<file path="config.mk">
export PLATFORM = sky130hd
export DESIGN_NAME = pe_rs_conv1d
export DESIGN_NICKNAME = d
export VERILOG_FILES = /design/src/rtl/eyeriss_pkg.sv /design/src/rtl/pe_spad.sv /design/src/rtl/pe_rs_conv1d.sv
export SDC_FILE = /design/constraint.sdc
export NUM_CORES = 2
export LEC_CHECK = 0
export ABC_AREA = 1
export CORE_UTILIZATION = 45
export DETAILED_ROUTE_END_ITERATION = 12
export GPL_TIMING_DRIVEN = 0
export HOLD_SLACK_MARGIN = 0.08
export SKIP_CTS_REPAIR_TIMING = 1
export SKIP_LAST_GASP = 1
export SLEW_MARGIN = 15
export SYNTH_ARGS = -nofsm -noshare
export SYNTH_HDL_FRONTEND = slang
export SYNTH_SLANG_ARGS = --single-unit
</file>
<file path="constraint.sdc">
create_clock -name clk -period 21.4 [get_ports clk]
set_input_delay 4.28 -clock clk [delete_from_list [all_inputs] [get_ports clk]]
set_output_delay 4.28 -clock clk [all_outputs]
set_load 0.1 [all_outputs]
</file>
<file path="src/rtl/eyeriss_pkg.sv">
// rtl/eyeriss_pkg.sv - shared types for the row-stationary PE; sat_add exists only with PE_SATURATE_EN.
package eyeriss_pkg;

  typedef enum logic [2:0] {IDLE, LOAD_W, FILL, MAC, PSUM, OUT} pe_rs_state_e;

`ifdef PE_SATURATE_EN
  // Operands arrive sign-extended to 64 bits; w is the target width (w <= 62).
  function automatic logic signed [63:0] sat_add(input logic signed [63:0] a,
                                                  input logic signed [63:0] b,
                                                  input int w);
    logic signed [63:0] s, hi, lo;
    s  = a + b;
    hi = (64'sd1 <<< (w - 1)) - 64'sd1;
    lo = -hi - 64'sd1;
    if (s > hi) return hi;
    if (s < lo) return lo;
    return s;
  endfunction
`endif

endpackage

</file>
<file path="src/rtl/pe_spad.sv">
// rtl/pe_spad.sv - FILT_MAX x DATA_W scratchpad with indexed write or shift-in at entry 0.
module pe_spad #(
  parameter int DATA_W   = 16,
  parameter int FILT_MAX = 8,
  parameter int IDX_W    = 3
) (
  input  logic                       clk,
  input  logic                       rst,
  input  logic                       clr,
  input  logic                       wr_en,
  input  logic                       shift_en,
  input  logic [IDX_W-1:0]           wr_idx,
  input  logic [DATA_W-1:0]          wr_data,
  output logic [FILT_MAX*DATA_W-1:0] rd_data
);

  logic [DATA_W-1:0] mem [FILT_MAX];

  always_ff @(posedge clk or posedge rst) begin
    if (rst) begin
      for (int i = 0; i < FILT_MAX; i++) mem[i] <= '0;
    end else if (clr) begin
      for (int i = 0; i < FILT_MAX; i++) mem[i] <= '0;
    end else if (shift_en) begin
      mem[0] <= wr_data;
      for (int i = 1; i < FILT_MAX; i++) mem[i] <= mem[i-1];
    end else if (wr_en) begin
      mem[wr_idx] <= wr_data;
    end
  end

  for (genvar g = 0; g < FILT_MAX; g++) begin : g_rd
    assign rd_data[g*DATA_W +: DATA_W] = mem[g];
  end

endmodule

</file>
<file path="src/rtl/pe_rs_conv1d.sv">
// rtl/pe_rs_conv1d.sv - row-stationary Eyeriss PE: one filter row slid over an image-row stream.
// Define PE_SATURATE_EN for saturating accumulation; default build wraps.
module pe_rs_conv1d
  import eyeriss_pkg::*;
#(
  parameter int DATA_W   = 16,
  parameter int PSUM_W   = 32,
  parameter int FILT_MAX = 8,
  parameter int CNT_W    = 8
) (
  input  logic                       clk,
  input  logic                       rst,
  input  logic                       cfg_start,
  input  logic [$clog2(FILT_MAX):0]  cfg_len,
  input  logic [CNT_W-1:0]           cfg_num_out,
  input  logic [DATA_W-1:0]          weight_val,
  input  logic                       weight_valid,
  output logic                       weight_ready,
  input  logic [DATA_W-1:0]          image_val,
  input  logic                       image_valid,
  output logic                       image_ready,
  input  logic [PSUM_W-1:0]          psum_in,
  input  logic                       psum_in_valid,
  output logic                       psum_in_ready,
  output logic [PSUM_W-1:0]          psum_out,
  output logic                       psum_out_valid,
  input  logic                       psum_out_ready,
  output logic                       busy,
  output logic                       done
);

  localparam int LEN_W = $clog2(FILT_MAX) + 1;
  localparam int IDX_W = (FILT_MAX > 1) ? $clog2(FILT_MAX) : 1;

  pe_rs_state_e state, state_nxt;
  logic [LEN_W-1:0] len_q, wcnt, pix_cnt, mac_i, len_eff, pix_need, win_sel;
  logic [CNT_W-1:0] num_q, out_cnt, num_eff;
  logic signed [PSUM_W-1:0] acc, acc_sum, out_sum, prod_ext;
  logic signed [DATA_W-1:0] w_cur, x_cur;
  logic signed [2*DATA_W-1:0] prod;
  logic [FILT_MAX*DATA_W-1:0] w_flat, x_flat;
  logic w_fire, img_fire, ps_fire, out_fire, fill_last, out_last, start;

  assign weight_ready  = (state == LOAD_W);
  assign image_ready   = (state == FILL);
  assign psum_in_ready = (state == PSUM);
  assign busy          = (state != IDLE);

  assign start    = (state == IDLE) && cfg_start;
  assign w_fire   = weight_valid && weight_ready;
  assign img_fire = image_valid && image_ready;
  assign ps_fire  = psum_in_valid && psum_in_ready;
  assign out_fire = psum_out_valid && psum_out_ready;

  assign len_eff = (cfg_len == '0 || cfg_len > LEN_W'(FILT_MAX)) ? LEN_W'(FILT_MAX) : cfg_len;
  assign num_eff = (cfg_num_out == '0) ? CNT_W'(1) : cfg_num_out;

  // The first output of a pass primes the whole window; later ones slide by one pixel.
  assign pix_need  = (out_cnt == '0) ? len_q : LEN_W'(1);
  assign fill_last = img_fire && (pix_cnt + LEN_W'(1) == pix_need);
  assign out_last  = out_fire && (out_cnt + CNT_W'(1) == num_q);

  pe_spad #(.DATA_W(DATA_W), .FILT_MAX(FILT_MAX), .IDX_W(IDX_W)) u_wspad (
    .clk(clk), .rst(rst), .clr(1'b0), .wr_en(w_fire), .shift_en(1'b0),
    .wr_idx(wcnt[IDX_W-1:0]), .wr_data(weight_val), .rd_data(w_flat)
  );

  pe_spad #(.DATA_W(DATA_W), .FILT_MAX(FILT_MAX), .IDX_W(IDX_W)) u_win (
    .clk(clk), .rst(rst), .clr(start), .wr_en(1'b0), .shift_en(img_fire),
    .wr_idx('0), .wr_data(image_val), .rd_data(x_flat)
  );

  // w[i] pairs with win[len-1-i], so w[0] meets the oldest pixel.
  assign win_sel  = len_q - LEN_W'(1) - mac_i;
  assign w_cur    = w_flat[mac_i[IDX_W-1:0]*DATA_W +: DATA_W];
  assign x_cur    = x_flat[win_sel[IDX_W-1:0]*DATA_W +: DATA_W];
  assign prod     = w_cur * x_cur;
  assign prod_ext = PSUM_W'(prod);

`ifdef PE_SATURATE_EN
  assign acc_sum = PSUM_W'(sat_add(64'(acc), 64'(prod_ext), PSUM_W));
  assign out_sum = PSUM_W'(sat_add(64'(acc), 64'($signed(psum_in)), PSUM_W));
`else
  assign acc_sum = acc + prod_ext;
  assign out_sum = acc + $signed(psum_in);
`endif

  always_ff @(posedge clk or posedge rst) begin
    if (rst) state <= IDLE;
    else     state <= state_nxt;
  end

  always_comb begin
    state_nxt = state;
    unique case (state)
      IDLE:    if (cfg_start) state_nxt = LOAD_W;
      LOAD_W:  if (w_fire && wcnt == len_q - LEN_W'(1)) state_nxt = FILL;
      FILL:    if (fill_last) state_nxt = MAC;
      MAC:     if (mac_i == len_q - LEN_W'(1)) state_nxt = PSUM;
      PSUM:    if (ps_fire) state_nxt = OUT;
      OUT:     if (out_fire) state_nxt = out_last ? IDLE : FILL;
      default: state_nxt = IDLE;
    endcase
  end

  always_ff @(posedge clk or posedge rst) begin
    if (rst) begin
      len_q <= '0; num_q <= '0; wcnt <= '0; pix_cnt <= '0; mac_i <= '0; out_cnt <= '0;
      acc <= '0; psum_out <= '0; psum_out_valid <= 1'b0; done <= 1'b0;
    end else begin
      done <= 1'b0;
      unique case (state)
        IDLE: if (cfg_start) begin
          len_q <= len_eff; num_q <= num_eff;
          wcnt <= '0; pix_cnt <= '0; out_cnt <= '0;
        end
        LOAD_W: if (w_fire) wcnt <= wcnt + LEN_W'(1);
        FILL: if (img_fire) begin
          if (fill_last) begin
            pix_cnt <= '0; mac_i <= '0; acc <= '0;
          end else begin
            pix_cnt <= pix_cnt + LEN_W'(1);
          end
        end
        MAC: begin
          acc   <= acc_sum;
          mac_i <= mac_i + LEN_W'(1);
        end
        PSUM: if (ps_fire) begin
          psum_out <= out_sum; psum_out_valid <= 1'b1;
        end
        OUT: if (out_fire) begin
          psum_out_valid <= 1'b0; out_cnt <= out_cnt + CNT_W'(1); done <= out_last;
        end
        default: ;
      endcase
    end
  end

endmodule

</file>
==> impl_results.md <==
- Status: completed
- Violation count after the first detailed-route iteration: 1767
- Mapped Cells: between 3000 and 4000
- Global-route wire length before repair: between 100000 and 150000 um
- Root buffer cell: clkbuf_16
- Final hold vios: 0
- Total wire length: 87250 um
- Post-synth EDFFs: 0
- Final worst path period share: 40.64%
- Detail Route Antenna Nets: 0
- Setup-failing EPs final: 0
- Skew-Pair Late Insertion Delay: roughly 0.60 ns
- CP most frequent cell: inv_1
- Vias per cell: 5.297
- Vias in the first global route: roughly 25000
- CTS max path bufs: 3
- Total grt overflow: 0
- WP data required: 21.87 ns
- CP max stage cell: fa_1
- Mapped Nets: 4093
- Unique masters post-synth: 50
- Critical Path Sink Type: register
- DR DRC count: 0
- Hold Path Class: register to register
- F_max: 115.0 MHz
- Avg WL per Cell: 18.85 um
- Core Region: 0.06331 mm2
- Commonest non-fill, non-tap cell in the layout: nand2_1
- Ys Warns: 0
- Post-synthesis sequential area ratio: 30.87%
- Antenna cells: 0
- Delay of the slowest critical-path stage: around 0.69 ns
- Worst Max-Slew Pin Slew: 0.9860 ns
- Setup tns final: 0 ns
- Row count: 92
- DR vias: ~25000
- Syn Area/Cell: 8.086 um2
- GR Util All Layers: 27.35%
- Critical Path AT: 9.16 ns
- P&R area growth vs syn: 13.14%
- Commonest non-fill, non-tap cells in the layout: 886 x nand2_1, 599 x inv_1, 357 x dfrtp_1
- Die area: roughly 0.065 mm2
- Share of cells above drive strength 1: 5.262%
- Clk pin slew, worst setup/hold paths: ~0.060 ns
- Worst Path Max Fanout: 10
- # port buffers: 120
- Max cap viols: 0
- Yosys reg bits: 357
- Initial core utilization: 45.71%
- HPWL Detailed: 67610 um
- Slew headroom: 34.06%
- Fillers: ~6000
- Initial antenna violation count: 0
- Tmin final: a little under 9 ns
- Clock sinks: 357
- Die width: 255.6 um
- Synthesized cell area: between 0.02 and 0.03 mm2
- Synth Flop Type: dfrtp_1
- Ports: approximately 120
- Final Skew: between 0.03 and 0.04 ns
- Detailed Routing Iterations Pass 1: 6
- Htree depth: 2
- Slew Limit Fails: 0
- RSZ-0062 raised after global routing: false
- Largest net degree at the start of global routing: roughly 110
- Startpoint types: register
- CTS tree: built
- GP Congestion: 0.9190
- CTS Buf Count: 44
- Synth async-reset ratio: 100.0%
- Worst setup path class: register to register
- Die Y: about 260 um
- Nets@finish: 4262
## per-stage QoR
stage	instances	setup WS [ns]	util [%]	hold slack, ns	area [um2]
final	4628	12.70	51.72	0.4786	32740
after global routing	4628	12.20	51.72	0.5028	32740
after CTS	4628	12.80	51.72	0.4817	32740
after detailed placement	4548	12.88	49.42	0.4679	31290
after global placement	4545	2.370	49.28	0.4615	31200
after floorplan	3579	7.215	-	0.4478	28940
## flip-flops by register name, indices dropped and copies added, names as in the netlist
name,count
acc,32
u_wspad.rd_data,128
u_win.rd_data,128
psum_out_valid,1
pix_cnt,4
state,3
out_cnt,8
done,1
wcnt,4
mac_i,4
len_q,4
psum_out,32
num_q,8
## critical path, delay by kind of cell, from the launching register on
kind,cells,cell delay (ns)
AO/OA/AOI/OAI,3,0.41
flip-flops,1,0.41
AND/OR/NAND/NOR,12,1.70
buffers and inverters,10,1.35
adder cells (fa/ha/maj),9,4.67
## Yosys cell counts (26+ instances only)
master | n | area [um2]
buf_2 | 44 | 220.2
a21oi_1 | 160 | 800.8
inv_1 | 600 | 2252
o22ai_1 | 108 | 675.7
nor2_1 | 242 | 908.4
dfrtp_1 | 357 | 8934
ha_1 | 137 | 1714
o21ai_0 | 308 | 1541
clkbuf_1 | 73 | 274.0
nand2_1 | 886 | 3326
fa_1 | 294 | 5886
nand3_1 | 109 | 545.5
a32o_1 | 26 | 260.3
xor2_1 | 26 | 227.7
## path summary, 6_finish.rpt
path | start | to | cells past startpoint | slack (ns)
min in group asynchronous | rst | num_q[4] | 2 | 4.16
setup reg to reg | len_q[0] | acc[31] | 34 | 12.70
max in group asynchronous | rst | u_win.rd_data[123] | 4 | 15.86
hold / removal | psum_out[23] | psum_out[23] | 2 | 0.48
setup / recovery | len_q[0] | acc[31] | 34 | 12.70
hold reg to reg | psum_out[23] | psum_out[23] | 2 | 0.48
## area by class of cell
type | instances | area, um2 | area share, %
sequential | 357 | 8934 | 27.29
clock buffer | 55 | 1192 | 3.642
clock inverter | 25 | 260.3 | 0.7949
inverter | 626 | 2361 | 7.211
timing repair buffer | 123 | 1284 | 3.921
buffer | 128 | 588.1 | 1.796
tap | 846 | 1059 | 3.233
multi-input combinational | 2468 | 17060 | 52.12
## per-layer routing
metal	GRT usage [%]	wire, um
met1	37.76	38880
met4	9.232	3008
met3	4.100	5429
met2	44.02	39940
met5	0	0
## logic make-up after synthesis
group / after synthesis / synth area share [%]
AO/OA/AOI/OAI: 662 / 12.85
XOR/XNOR: 41 / 1.241
adder cells (fa/ha/maj): 431 / 26.26
buffers and inverters: 754 / 10.16
flip-flops: 357 / 30.87
AND/OR/NAND/NOR: 1334 / 18.61
Power is not shown: default switching activity piles up to over one toggle a cycle in this logic, so the estimate is an artifact.
